==> src/rtl/mem_arb_pkg.sv <==
// Shared types and constants for the unified memory-port arbiter.
//   state_t   : arbiter FSM states
//   PORT_*    : requester indices used for rr_last / owner / one-hot grants
//   LAT_MAX   : largest supported read latency
package mem_arb_pkg;

  typedef enum logic {
    IDLE = 1'b0,
    WAIT = 1'b1
  } state_t;

  localparam logic PORT_CORE = 1'b0;
  localparam logic PORT_LDR  = 1'b1;

  localparam int unsigned LAT_MAX = 8;

endpackage

==> src/rtl/rr_arb2.sv <==
// Two-way round-robin pick, purely combinational. The caller owns the
// "last granted" register and updates it from win_o when a grant is taken.
//   req_i   : request vector, bit PORT_CORE / PORT_LDR
//   last_i  : index of the most recently granted port
//   gnt_o   : one-hot grant (all zero when no request)
//   win_o   : index of the winner (only meaningful when valid_o)
//   valid_o : at least one request present
module rr_arb2
  import mem_arb_pkg::*;
(
  input  logic [1:0] req_i,
  input  logic       last_i,
  output logic [1:0] gnt_o,
  output logic       win_o,
  output logic       valid_o
);

  always_comb begin
    valid_o = |req_i;
    // On contention the port that did not win last time goes first.
    if (&req_i) begin
      win_o = ~last_i;
    end else if (req_i[PORT_LDR]) begin
      win_o = PORT_LDR;
    end else begin
      win_o = PORT_CORE;
    end
    gnt_o = 2'b00;
    if (valid_o) begin
      gnt_o[win_o] = 1'b1;
    end
  end

endmodule

==> src/rtl/mem_port_arbiter.sv <==
// Arbiter for the single unified memory port shared by the core and the
// program loader/DMA. Writes complete in the grant cycle; reads occupy the
// port for LAT further cycles and return data through the owner's rvalid.
//   CLK, Reset                  : clock, synchronous active-high reset
//   c_req/c_we/c_addr/c_wdata   : core request (held until c_gnt)
//   c_gnt/c_rvalid/c_rdata      : core accept, read-data strobe and data
//   l_*                         : same for the loader
//   m_en/m_we/m_addr/m_wdata    : memory macro command
//   m_rdata                     : memory read data, LAT cycles after a read
//   busy                        : a read is in flight
// LAT must lie in 1..LAT_MAX.
module mem_port_arbiter
  import mem_arb_pkg::*;
#(
  parameter int unsigned AW  = 32,
  parameter int unsigned DW  = 32,
  parameter int unsigned LAT = 2
) (
  input  logic          CLK,
  input  logic          Reset,
  input  logic          c_req,
  input  logic          c_we,
  input  logic [AW-1:0] c_addr,
  input  logic [DW-1:0] c_wdata,
  output logic          c_gnt,
  output logic          c_rvalid,
  output logic [DW-1:0] c_rdata,
  input  logic          l_req,
  input  logic          l_we,
  input  logic [AW-1:0] l_addr,
  input  logic [DW-1:0] l_wdata,
  output logic          l_gnt,
  output logic          l_rvalid,
  output logic [DW-1:0] l_rdata,
  output logic          m_en,
  output logic          m_we,
  output logic [AW-1:0] m_addr,
  output logic [DW-1:0] m_wdata,
  input  logic [DW-1:0] m_rdata,
  output logic          busy
);

  localparam int unsigned CW = $clog2(LAT + 1);
  localparam logic [CW-1:0] LatCnt = CW'(LAT);

  state_t        state_q, state_d;
  logic [CW-1:0] cnt_q, cnt_d;
  logic          rr_last_q, rr_last_d;
  logic          owner_q, owner_d;

  logic [1:0] arb_gnt;
  logic       arb_win;
  logic       arb_valid;
  logic       sel_we;
  logic       issue;
  logic       rv;
  logic       live;

  rr_arb2 u_rr_arb2 (
    .req_i   ({l_req, c_req}),
    .last_i  (rr_last_q),
    .gnt_o   (arb_gnt),
    .win_o   (arb_win),
    .valid_o (arb_valid)
  );

  // Command mux follows the arbiter winner; only m_en/m_we qualify it.
  always_comb begin
    sel_we  = (arb_win == PORT_LDR) ? l_we    : c_we;
    m_addr  = (arb_win == PORT_LDR) ? l_addr  : c_addr;
    m_wdata = (arb_win == PORT_LDR) ? l_wdata : c_wdata;
  end

  always_comb begin
    state_d   = state_q;
    cnt_d     = cnt_q;
    rr_last_d = rr_last_q;
    owner_d   = owner_q;
    issue     = 1'b0;
    rv        = 1'b0;
    unique case (state_q)
      IDLE: begin
        if (arb_valid) begin
          issue     = 1'b1;
          rr_last_d = arb_win;
          if (!sel_we) begin
            state_d = WAIT;
            cnt_d   = CW'(1);
            owner_d = arb_win;
          end
        end
      end
      WAIT: begin
        if (cnt_q == LatCnt) begin
          rv      = 1'b1;
          state_d = IDLE;
          cnt_d   = '0;
        end else begin
          cnt_d = cnt_q + CW'(1);
        end
      end
    endcase
  end

  // Nothing may leave the block while Reset is high, even before the
  // registers have been cleared by the first reset edge.
  assign live     = ~Reset;
  assign m_en     = issue & live;
  assign m_we     = m_en & sel_we;
  assign c_gnt    = m_en & arb_gnt[PORT_CORE];
  assign l_gnt    = m_en & arb_gnt[PORT_LDR];
  assign c_rvalid = rv & live & (owner_q == PORT_CORE);
  assign l_rvalid = rv & live & (owner_q == PORT_LDR);
  assign c_rdata  = m_rdata;
  assign l_rdata  = m_rdata;
  assign busy     = (state_q == WAIT) & live;

  always_ff @(posedge CLK) begin
    if (Reset) begin
      state_q   <= IDLE;
      cnt_q     <= '0;
      rr_last_q <= PORT_LDR;
      owner_q   <= PORT_CORE;
    end else begin
      state_q   <= state_d;
      cnt_q     <= cnt_d;
      rr_last_q <= rr_last_d;
      owner_q   <= owner_d;
    end
  end

endmodule

==> config.mk <==
export PLATFORM = sky130hd
export DESIGN_NAME = mem_port_arbiter
export DESIGN_NICKNAME = d
export VERILOG_FILES = /design/src/rtl/mem_arb_pkg.sv /design/src/rtl/rr_arb2.sv /design/src/rtl/mem_port_arbiter.sv
export SDC_FILE = /design/constraint.sdc
export NUM_CORES = 1
export LEC_CHECK = 0
export ABC_AREA = 1
export CORE_AREA = 2 2 117 119
export DETAILED_ROUTE_END_ITERATION = 7
export DIE_AREA = 0 0 119 121
export PLACE_DENSITY = 0.52
export SYNTH_ARGS = -nofsm -noshare
export SYNTH_HDL_FRONTEND = slang
export SYNTH_HIERARCHICAL = 1
export SYNTH_SLANG_ARGS = --single-unit
export TNS_END_PERCENT = 30
==> constraint.sdc <==
create_clock -name CLK -period 1.45 [get_ports CLK]
set_input_delay 0.145 -clock CLK [delete_from_list [all_inputs] [get_ports CLK]]
set_output_delay 0.145 -clock CLK [all_outputs]
set_load 0.02 [all_outputs]
==> flow_metrics.py, run 1 <==
metrics = {
    "timing": {
        "setup-tns-final_ns": -5.72,
        "layout_min_cycle_time_ns": 1.62,
        "relSlewSlack": 0.858,
        "whs_ns": 0.290,
        "hold_violations": 0,
        "finalCritPeriodShare": 1.12,
        "max_freq_ghz": 0.616,
        "setup_ws_ns": -0.173,
        "setup_viol": 65,
        "tightest_slew_ns": 0.213,
        "rsz0062_at_grt": "true",
        "maxSlewViolCount": 0,
        "fin_skew_ns": 0.00308,
    },
    "drt": {
        "ant_nets": 0,
        "avgRoutedWirePerCell_um": 13.8,
        "dr_total_vias": 2483,
        "firstDrtPassIters": 6,
        "drt_iter0_markers": 45,
        "drc": 0,
        "vias_per_cell": 3.71,
        "finalWirelength_mm": 9.24,
    },
    "place": {
        "placed_cells": 647,
        "place_congestion": 0.776,
        "hpwl_mm": 6.93,
        "dpl-instance-area_um2": 3530,
        "placement.io_buffers": 204,
    },
    "power_and_ir_drop": {
        "p_leak_uw": 0.00201,
        "sw_frac_of_total": 0.372,
        "power_frac_seq": 0.072,
        "internal-power_uw": 1430,
        "p_per_area_nw_per_um2": 570,
        "clock_power_share": 0.203,
        "power_switching_uw": 849,
        "peakVddDrop_mv": 0.299,
        "comb_power_share": 0.725,
    },
    "die": {
        "chipWidth_um": 119,
        "die_h_um": 121,
        "initial_core_util": 0.122,
        "core_um2": 13100,
        "io_pins": 301,
        "num_rows": 42,
        "die-area_um2": 14400,
    },
    "critical_path": {
        "cpPeakStageDelay_ns": 0.32,
        "critical_path_arrival_ns": 1.48,
        "crit_required_ns": 1.31,
        "path_cells": "a21oi_4 -> buf_6 -> buf_12 -> buf_12 -> buf_4 -> nand2_2 -> nand2_2 -> buf_6",
        "crit_type": "flop to primary output",
        "cp-start-kind": "flop",
        "cp-end-kind": "primary output",
        "cp_slowest_cell": "dfxtp_2",
        "r2r_cells": 8,
        "cp_max_fo": 8,
    },
    "synthesis": {
        "netlist_area_um2": 1600,
        "yosys_register_bits": 5,
        "syn_nets": 489,
        "synth_top_area_frac": 0.469,
        "synth.area.top_cells": "nand2_1, buf_4, dfxtp_1, inv_1, a21oi_1",
        "synth_top_area_cell": "nand2_1",
        "netlist_instances": 323,
        "avgSynthCellArea_um2": 4.96,
        "ys_seq_area_frac": 0.0625,
        "yosys_warnings": 6,
        "ys_types": 14,
    },
    "finish": {
        "final_core_utilization": 0.306,
        "drive_gt1_frac": 0.337,
        "nFillCells": 1409,
        "antenna-diode-count": 0,
        "layout_commonest_cell": "nand2_1",
        "final_area_um2": 4010,
        "area_delta_synth_final_pct": 150,
        "layout.nets": 660,
        "stdcell_count": 669,
        "final_cell_mix": "nand2_1, clkdlybuf4s50_1, buf_6",
    },
    "cts": {
        "clockRootBuffer": "clkbuf_16",
        "cts.path.max_buffers": 2,
        "cts_tree": "done",
        "insertion_delay_ns": 0.23,
        "htree_levels": 1,
        "path_clk_slew_ns": 0.04,
        "cts_buffers": 3,
        "cts.sinks": 5,
    },
    "global_routing": {
        "grt_max_degree": 34,
        "overflow": 0,
        "grt_pass1_wl_mm": 13.1,
        "grt_pass1_vias": 2422,
        "antenna_found_initial": 0,
        "track_usage": 0.114,
    },
    "hold_path": {
        "whs_path_depth": 0,
        "min-delay-path-class": "input port to primary output",
    },
    "status": {
        "violations": "setup timing",
        "status": "finished with violations",
    },
    "flow_run": {
        "max_cap_violations": 0,
    },
}
## worst max-delay path, delay by kind of cell (launching register included)
kind | cells | cell delay [ns]
buffers and inverters | 5 | 0.61
AOI/OAI and AO/OA | 1 | 0.18
and+or+nand+nor | 2 | 0.13
DFF | 1 | 0.32
## power by group through the flow
stage          Combinational, uW  Sequential [uW]  Clock, uW
6_report                    1660              164        463
2_1_floorplan                806              162          0
5_1_grt                     1760              166        479
4_1_cts                     1540              164        467
3_3_place_gp                1430              165          0
3_5_place_dp                1430              165          0
## synth_stat cells
cell / number
buf_4: 71
a21oi_1: 7
nand2_1: 200
inv_2: 3
o21ai_0: 3
nor2_1: 5
buf_2: 7
nand3b_1: 1
nor2_2: 2
dfxtp_1: 5
a21oi_2: 1
nor3_1: 1
nand3_1: 4
inv_1: 13
## routing by layer
metal  vias up  track usage  wire, um
met1      1073        0.126      3570
met5         -            0         0
met4         0       0.0193       138
met3        25       0.0376       794
li1       1243            -         -
met2       142        0.214      4740
## stage by stage
stage               total power [uW]  setup slack (ns)
floorplan                        968             0.176
global route                    2410            -0.241
finish                          2280            -0.173
detailed placement              1600            -0.715
global placement                1590            -0.699
CTS                             2170            -0.245
## layout make-up
| type | count | area [um2] | area share |
|---|---|---|---|
| flip-flops and latches | 5 | 101 | 0.0253 |
| clock buffers | 4 | 78.8 | 0.0197 |
| inverters | 16 | 67.6 | 0.0169 |
| repair buffers | 244 | 2530 | 0.631 |
| well taps | 176 | 220 | 0.0550 |
| multi-input cells | 224 | 1010 | 0.253 |
## what timing repair did
action,4_1_cts,5_1_grt
hold buffers,0,0
pin swaps,2,35
resized for setup,366,79
gates cloned,4,2
buffers inserted,10,5
setup endpoints to repair,72,72
## cells by family (layout without fill, tap and decap cells)
family                 count (synthesis)  in the layout  share of synthesized area
flip-flops                             5              5                     0.0625
AND/OR/NAND/NOR                      213            213                      0.509
AO/OA/AOI/OAI                         11             11                     0.0367
buffers and inverters                 94            264                      0.392
## final timing paths
| path | start | to | slack (ns) |
|---|---|---|---|
| worst max register to register | rr_last_q | cnt_q[1] | 0.14 |
| worst min register to register | cnt_q[1] | cnt_q[1] | 0.46 |
| worst max-delay path | rr_last_q | m_addr[10] | -0.17 |
| worst min-delay path | m_rdata[1] | l_rdata[1] | 0.29 |
## registers in the layout (all words and copies together) (netlist names)
signal	cells
state_q	1
rr_last_q	1
owner_q	1
cnt_q	2
Power figures use the tool's default switching activity.
==> run 2: changes to the inputs <==
--- a/config.mk
+++ b/config.mk
@@ -16,2 +16,2 @@
 export SYNTH_SLANG_ARGS = --single-unit
-export TNS_END_PERCENT = 30
+export TNS_END_PERCENT = 5
--- a/constraint.sdc
+++ b/constraint.sdc
@@ -3,2 +3,2 @@
 set_output_delay 0.145 -clock CLK [all_outputs]
-set_load 0.02 [all_outputs]
+set_load 0.005 [all_outputs]
==> flow_metrics.py, run 2 (same netlist as run 1, synthesis figures left out) <==
metrics = {
    "status": {
        "status": "finished with violations",
        "violations": "setup timing",
    },
    "critical_path": {
        "crit_type": "flop to primary output",
        "crit_family": "buffers and inverters",
        "crit_required_ns": 1.31,
        "cp_slowest_cell": "dfxtp_2",
        "cp-start-kind": "flop",
        "worstReg2RegStart": "rr_last_q",
        "r2r_setup_slack_ns": 0.08,
        "cp-end-kind": "primary output",
        "cp.buffers_inverters": 5,
        "critical_path_arrival_ns": 1.44,
        "cpPeakStageDelay_ns": 0.32,
        "r2r_cells": 9,
        "regToRegEndpoint": "cnt_q[0]",
        "cpMostUsedCell": "buf_6",
        "path_cells": "a21oi_4 -> buf_6 -> inv_12 -> buf_12 -> clkbuf_16 -> nand2_4 -> nand2_2 -> buf_6",
        "cp_max_fo": 6,
    },
    "die": {
        "die_h_um": 121,
        "io_pins": 301,
        "num_rows": 42,
        "initial_core_util": 0.122,
        "core_um2": 13100,
        "chipWidth_um": 119,
        "die-area_um2": 14400,
    },
    "cts": {
        "cts_tree": "done",
        "htree_levels": 1,
        "cts.path.max_buffers": 2,
        "cts.sinks": 5,
        "path_clk_slew_ns": 0.03,
        "cts_buffers": 3,
        "clockRootBuffer": "clkbuf_16",
        "insertion_delay_ns": 0.22,
    },
    "global_routing": {
        "grt_pass1_wl_mm": 13.6,
        "antenna_found_initial": 0,
        "grt_max_degree": 13,
        "overflow": 0,
        "grt_pass1_vias": 2518,
        "track_usage": 0.119,
    },
    "finish": {
        "drive_gt1_frac": 0.332,
        "layout_commonest_cell": "nand2_1",
        "regMostFlops": "cnt_q",
        "antenna-diode-count": 0,
        "largest_register_ffs": 2,
        "nFillCells": 1438,
        "final_cell_mix": "nand2_1, clkdlybuf4s50_1, buf_2",
        "area_delta_synth_final_pct": 144,
        "layout.nets": 670,
    },
    "place": {
        "placement.io_buffers": 204,
        "pre_cts_ws_ns": -0.640,
        "place_congestion": 0.753,
        "hpwl_mm": 7.13,
    },
    "hold_path": {
        "whs_path_depth": 0,
        "min-delay-path-class": "input port to primary output",
        "hold_start": "m_rdata[14]",
        "hold_end": "l_rdata[14]",
    },
    "drt": {
        "drc": 0,
        "avgRoutedWirePerCell_um": 13.9,
        "drt_iter0_markers": 60,
        "ant_nets": 0,
        "vias_per_cell": 3.68,
        "finalWirelength_mm": 9.41,
        "dr_total_vias": 2499,
        "firstDrtPassIters": 4,
    },
    "power_and_ir_drop": {
        "power_frac_seq": 0.084,
        "peakVddDrop_mv": 0.408,
        "internal-power_uw": 1350,
        "p_per_area_nw_per_um2": 500,
        "clock_power_share": 0.231,
        "p_leak_uw": 0.00201,
        "sw_frac_of_total": 0.311,
        "finalPower_uw": 1950,
        "comb_power_share": 0.685,
        "power_switching_uw": 607,
    },
    "timing": {
        "setup_ws_ns": -0.133,
        "whs_ns": 0.290,
        "max_freq_ghz": 0.632,
        "rsz0062_at_grt": "true",
        "fin_skew_ns": 0.00117,
        "hold_violations": 0,
        "tightest_slew_ns": 0.156,
        "relSlewSlack": 0.895,
        "setup_viol": 63,
        "layout_min_cycle_time_ns": 1.58,
        "finalCritPeriodShare": 1.09,
        "maxSlewViolCount": 0,
    },
    "flow_run": {
        "max_cap_violations": 0,
    },
}
[run 2: changes by cell type in the layout (fill, tap and decap cells not counted), sizes merged]
cell / delta
buf: -15
clkdlybuf4s15: +4
clkdlybuf4s50: -1
dlygate4sd2: +4
clkbuf: +18
[run 2: worst max-delay path by stage]
stage,from,to,slack [ns],depth (start not counted)
after floorplan,rr_last_q,m_addr[10],0.25,6
after global placement,l_req,m_wdata[24],-0.63,8
after detailed placement,l_req,m_wdata[24],-0.64,8
after CTS,rr_last_q,m_addr[21],-0.24,8
after global routing,rr_last_q,m_wdata[1],-0.21,8
final,rr_last_q,m_wdata[15],-0.13,8
[run 2: what timing repair did]
action	in CTS	in global routing
hold buffers	0	0
setup endpoints to repair	72	69
cloned	5	4
buffers inserted	21	2
hold endpoints to repair	0	0
resized for setup	248	82
pin swaps	8	22
[run 2: area by class of cell]
type	count	area, um2	share of cell area
clock buffers	4	78.8	0.0202
multi-input cells	224	992	0.254
repair buffers	254	2440	0.625
flip-flops and latches	5	103	0.0263
inverters	16	72.6	0.0186
well taps	176	220	0.0564
[run 2: per-stage QoR]
step	cell area [um2]	TNS, ns	instances	utilization
final	3910	-4.32	679	0.299
after floorplan	1600	0	323	-
after global routing	3910	-10.03	679	0.299
after global placement	3550	-37.34	648	0.272
after CTS	3900	-7.61	678	0.298
after detailed placement	3550	-38.59	648	0.272
[run 2: power by group through the flow]
stage                     registers (uW)  logic, uW  clock network [uW]
after floorplan                      162        475                   0
after global placement               165       1230                   0
after detailed placement             165       1230                   0
after CTS                            164       1320                 460
after global routing                 167       1450                 475
final                                165       1340                 451
[run 2: per-layer routing]
layer	GRT usage	part of all wire	up-vias
met2	0.212	0.50	156
met4	0.0268	0.016	0
met1	0.135	0.38	1061
li1	-	-	1257
met5	0	0	-
met3	0.0423	0.11	25
==> run 3: changes to the inputs <==
- CTS_CLUSTER_DIAMETER: default -> 60
==> results of run 3 <==
The final DEF is identical to that of run 2; final timing and power are the same.
==> variant 1: new RTL, config.mk and constraints of run 1 <==
The parameter `LAT` goes from 2 to 1.
--- a/src/rtl/mem_port_arbiter.sv
+++ b/src/rtl/mem_port_arbiter.sv
@@ -16,3 +16,3 @@
   parameter int unsigned DW  = 32,
-  parameter int unsigned LAT = 2
+  parameter int unsigned LAT = 1
 ) (
Formal check against the unedited RTL: not equivalent (a bounded check fails within 4 cycles, from zero or initial values and one cycle with Reset high).
==> variant 1 against run 1 <==
The run still ends with negative setup slack left. Area after synthesis down 1.1%. Worst setup slack got worse by 0.017 ns. Routed wire length is 11% lower. First-iteration DRC count decreased by 27%. Sequential cell count fell by 1. Global-route usage shrank 1.0 points. Count of clock-buffer cells in the layout fell by 1. Utilization down 2.5 points. Design area is 8.1% lower. Via count shrank 2.7%. Total power shrank 7.5%. Critical endpoint is now m_wdata[19]. Largest power group unchanged. Highest routed layer unchanged.
==> variant 1: results (changes against run 1) <==
| Metric | Value |
|---|---|
| Status | complete, but fails checks (unchanged) |
| Final nets | 644 (was 660) |
| Synth Area in Compound Gates | 2.29% (was 3.67%) |
| R2R depth | 7 (was 8) |
| TritonRoute pass-1 iters | 4 (was 6) |
| Detailed-route wire length | 8.19 mm (was 9.24 mm) |
| CTS Buf Count | 3 (unchanged) |
| Commonest cells post-synth | 200 x nand2_1, 71 x buf_4, 11 x inv_1 (was 200 x nand2_1, 71 x buf_4, 13 x inv_1) |
| Share of the yosys chip area belonging to registers | 5.06% (was 6.25%) |
| Total GRT Usage | 10.4% (was 11.4%) |
| Net Count, Synth | 481 (was 489) |
| Sinks on Clock Net | 4 (was 5) |
| Fraction of layout cells with a size suffix above 1 | 30.5% (was 33.7%) |
| Actual slew at the worst max-slew pin | 0.228 ns (was 0.213 ns) |
| TNS Setup | -4.40 ns (was -5.72 ns) |
| Crit path DAT | 1.50 ns (was 1.48 ns) |
| Final RePlAce weighted congestion | 0.743 (was 0.776) |
| Crit-path max FO | 6 (was 8) |
| Comb_multi_in | 220 (was 224) |
| Multi-input gate area | 962 um^2 (was 0.00101 mm^2) |
| Layout clock area frac | 2.04% (was 1.97%) |
| Yosys cell types | 15 (was 14) |
| DR vias/cell | 3.71 (about the same) |
| Vias in the first global route | 2356 (was 2422) |
| Synth async-reset ratio | 0% (unchanged) |
| Worst Clk Skew | 0.0000877 ns (was 0.00308 ns) |
| Worst VDD drop | 0.321 mV (was 0.299 mV) |
| Leakage | 1.84 nW (was 2.01 nW) |
| Final setup viols | 65 (unchanged) |
| Final worst slack | -0.190 ns (was -0.173 ns) |
| DPL Wire Length | 6.11 mm (was 6.93 mm) |
| Inverter count | 13 (was 16) |
| Htree depth | 1 (unchanged) |
| Seq/total area | 2.21% (was 2.53%) |
| First-pass GRT wire length | 11.9 mm (was 13.1 mm) |
| Iteration-0 DRC Markers | 33 (was 45) |
| Violated checks | negative setup slack (unchanged) |
| Fill cell count | 1446 (was 1409) |
| Clock Latency Late Sink | 0.22 ns |
| Area contributors post-synth | nand2_1 47%, buf_4 34%, dfxtp_1 5.1%, buf_6 3.6%, inv_1 2.6% (was nand2_1 47%, buf_4 33%, dfxtp_1 6.3%, inv_1 3.0%, a21oi_1 2.2%) |
| Non-CTS buffers | 236 (was 244) |
| NonClk Buf Share | 62.3% (was 63.1%) |
## variant 1: cell types whose count changed after synthesis, moves of 2 or more
cell	before	now
o21ai_0	3	0
a21oi_1	7	4
inv_1	13	11
buf_6	0	5
buf_2	7	2
## variant 1: power by group
group,internal (W),switching [W]
Clock,0.000352,0.0000736
Combinational,0.000825,0.000725
Sequential,0.000127,0.0000103
## variant 1: final timing paths
| kind | startpoint | slack, ns | to |
|---|---|---|---|
| max | c_req | -0.19 | m_wdata[19] |
| min | m_rdata[0] | 0.29 | l_rdata[0] |
| min reg2reg | owner_q | 0.47 | owner_q |
| max reg2reg | rr_last_q | 0.06 | cnt_q |
## variant 1: timing repair
action | 4_1_cts | 5_1_grt
pin swaps | 3 | 1
buffers inserted | 11 | 0
gates cloned | 3 | 0
setup endpoints to repair | 74 | 72
resized for setup | 361 | 10
## variant 1: metal layers
layer,vias up,routed length (um),GRT usage [%]
met2,135,4110,19.0
met4,0,247,3.72
met3,33,815,3.15
met5,-,0,0
li1,1194,-,-
met1,1054,3020,11.3
## variant 1: through the flow
| step | cells | instance area [um^2] | power [W] | worst slack [ns] |
|---|---|---|---|---|
| final | 652 | 3680 | 0.00211 | -0.190 |
| after global routing | 652 | 3680 | 0.00225 | -0.255 |
| after CTS | 652 | 3680 | 0.00213 | -0.252 |
| after detailed placement | 635 | 3430 | 0.00160 | -0.740 |
| after global placement | 635 | 3430 | 0.00160 | -0.719 |
| after floorplan | 315 | 1580 | 0.000989 | 0.146 |
## variant 1: worst max-delay path, cell delays in order
cell           delay, ns
dlygate4sd2_1       0.25
buf_4               0.15
a21oi_4             0.20
inv_4               0.09
buf_16              0.15
buf_8               0.12
buf_6               0.11
nand2_1             0.05
nand2_1             0.06
buf_2               0.17
==> variant 2: new RTL, flow settings as in run 1 <==
Without the edit above. Reset style: asynchronous (`Reset`), changed in one clocked block. Comments in the files are not updated.
--- a/src/rtl/mem_port_arbiter.sv
+++ b/src/rtl/mem_port_arbiter.sv
@@ -117,3 +117,3 @@
 
-  always_ff @(posedge CLK) begin
+  always_ff @(posedge CLK or posedge Reset) begin
     if (Reset) begin
Formal check against the unedited RTL: differs if Reset is asserted again (counterexample within 4 cycles, from zero or initial values and one cycle with Reset high); with Reset held inactive, the same outputs for 10 cycles.
==> variant 2 against run 1 <==
Largest power group unchanged. Worst setup slack got worse by 0.021 ns. Sequential share of layout area up 0.77 points. Register-to-register slack got worse by 0.13 ns. Sequential cell count did not move. Design area down 4.3%. The run still ends with negative setup slack left. Synthesized cell count grew 0.31%. Via count shrank 0.64%. Count of clock-buffer cells in the layout is the same. Non-clock buffer count decreased by 9. Routed wire length decreased by 10%. Sequential power increased by 69%. Total power increased by 50%. Area after synthesis increased by 0.63%.
==> variant 2: results (changes against run 1) <==
| Metric | Value |
|---|---|
| Actual slew at the worst max-slew pin | 0.181 ns (was 0.213 ns) |
| Fill cell count | 1432 (was 1409) |
| Area contributors post-synth | nand2_1 48%, buf_4 33%, dfrtp_1 6.2%, inv_1 3.0%, nand3_1 2.2% (was nand2_1 47%, buf_4 33%, dfxtp_1 6.3%, inv_1 3.0%, a21oi_1 2.2%) |
| Violated checks | negative setup slack (unchanged) |
| Iteration-0 DRC Markers | 63 (was 45) |
| Worst Clk Skew | 0.0000871 ns (was 0.00308 ns) |
| Setup WS pre-CTS | -0.719 ns (was -0.715 ns) |
| Slowest stage cell, crit path | dfstp_2 (was dfxtp_2) |
| TNS Setup | -9.95 ns (was -5.72 ns) |
| Vias in the first global route | 2255 (was 2422) |
| Crit path DAT | 1.50 ns (was 1.48 ns) |
| Cell internal pwr | 0.00196 W (was 0.00143 W) |
| First-pass GRT wire length | 10.9 mm (was 13.1 mm) |
| Status | complete, but fails checks (unchanged) |
| Leakage | 1.94 nW (was 2.01 nW) |
| Total GRT Usage | 9.29% (was 11.4%) |
| TritonRoute pass-1 iters | 4 (was 6) |
| Initial antenna violation count | 1 (was 0) |
| Yosys cell types | 12 (was 14) |
| Fraction of layout cells with a size suffix above 1 | 27.6% (was 33.7%) |
| Largest net degree at the start of global routing | 38 (was 34) |
| Final setup viols | 66 (was 65) |
| Crit-path max FO | 6 (was 8) |
| Slowest stage delay, CP | 0.38 ns (was 0.32 ns) |
| Hold Path Class | input port to asynchronous set/reset pin (was input port to output pin) |
| Final RePlAce weighted congestion | 0.753 (was 0.776) |
| Final worst slack | -0.194 ns (was -0.173 ns) |
| Predominant post-synthesis flop cell | dfrtp_1 (was dfxtp_1) |
| Cell Area, Placed | 0.00348 mm^2 (was 0.00353 mm^2) |
| Commonest cells post-synth | 205 x nand2_1, 70 x buf_4, 13 x inv_1 (was 200 x nand2_1, 71 x buf_4, 13 x inv_1) |
| Detailed-route wire length | 8.30 mm (was 9.24 mm) |
| Share of the yosys chip area belonging to registers | 7.84% (was 6.25%) |
-- variant 2: cell count changes in the layout (fill, tap and decap cells not counted), moves of 4 or more --
| cell | change |
|---|---|
| buf_4 | +6 |
| nand2_2 | -20 |
| a21oi_1 | -5 |
| buf_6 | -9 |
| nand2_1 | +28 |
| dfrtp_1 | +4 |
| dfxtp_1 | -4 |
-- variant 2: cells by family (layout without fill, tap and decap cells) --
group	count (synthesis)	after routing	synth area share [%]
simple gates	219	219	51.6
buf+inv	92	253	38.1
compound gates	8	8	2.48
flops	5	5	7.84
-- variant 2: power groups by stage --
stage	registers (W)	logic [W]	clock network (W)
final	0.000277	0.00270	0.000450
after CTS	0.000272	0.00245	0.000455
after global routing	0.000286	0.00289	0.000467
after floorplan	0.000264	0.00130	0
after detailed placement	0.000276	0.00234	0
after global placement	0.000271	0.00233	0
-- variant 2: final timing paths --
| path | end | slack (ns) | cells after the start |
|---|---|---|---|
| min in group CLK | c_rdata[15] | 0.29 | 0 |
| max in group asynchronous | rr_last_q | 0.99 | 3 |
| worst min-delay path | owner_q | 0.26 | 3 |
| worst min register to register | owner_q | 0.54 | 2 |
| worst max-delay path | m_wdata[7] | -0.19 | 8 |
| worst max register to register | cnt_q[0] | 0.01 | 9 |
-- variant 2: per-stage QoR --
stage	util [%]	cells	hold WS, ns
floorplan	-	324	-0.0689
global placement	26.6	642	0.290
detailed placement	26.6	642	0.290
CTS	27.3	654	0.247
global route	29.3	661	0.290
finish	29.3	661	0.263
-- variant 2: cell type report --
cell class	instances	share of cell area, %
sequential	5	3.30
timing repair buffer	235	62.4
inverter	14	1.50
clock buffer	4	2.06
tap	176	5.74
multi-input combinational	227	25.0
-- variant 2: worst min-delay path: stages --
cell and delay, ns:
clkdlybuf4s50_1 0.43, inv_1 0.09, buf_4 0.14
-- variant 2: timing repair --
item                                   in CTS  in global routing
gates resized for setup                   362                 58
endpoints found under the hold margin       0                  0
setup endpoints to repair                  72                 73
pin swaps                                   1                  1
setup buffers                               7                  3
gates cloned                                1                  4
-- variant 2: metal layers --
layer	wire length, um	track usage (%)
met1	3250	10.5
met2	3910	16.4
met3	996	3.48
met4	131	2.53
met5	13	0
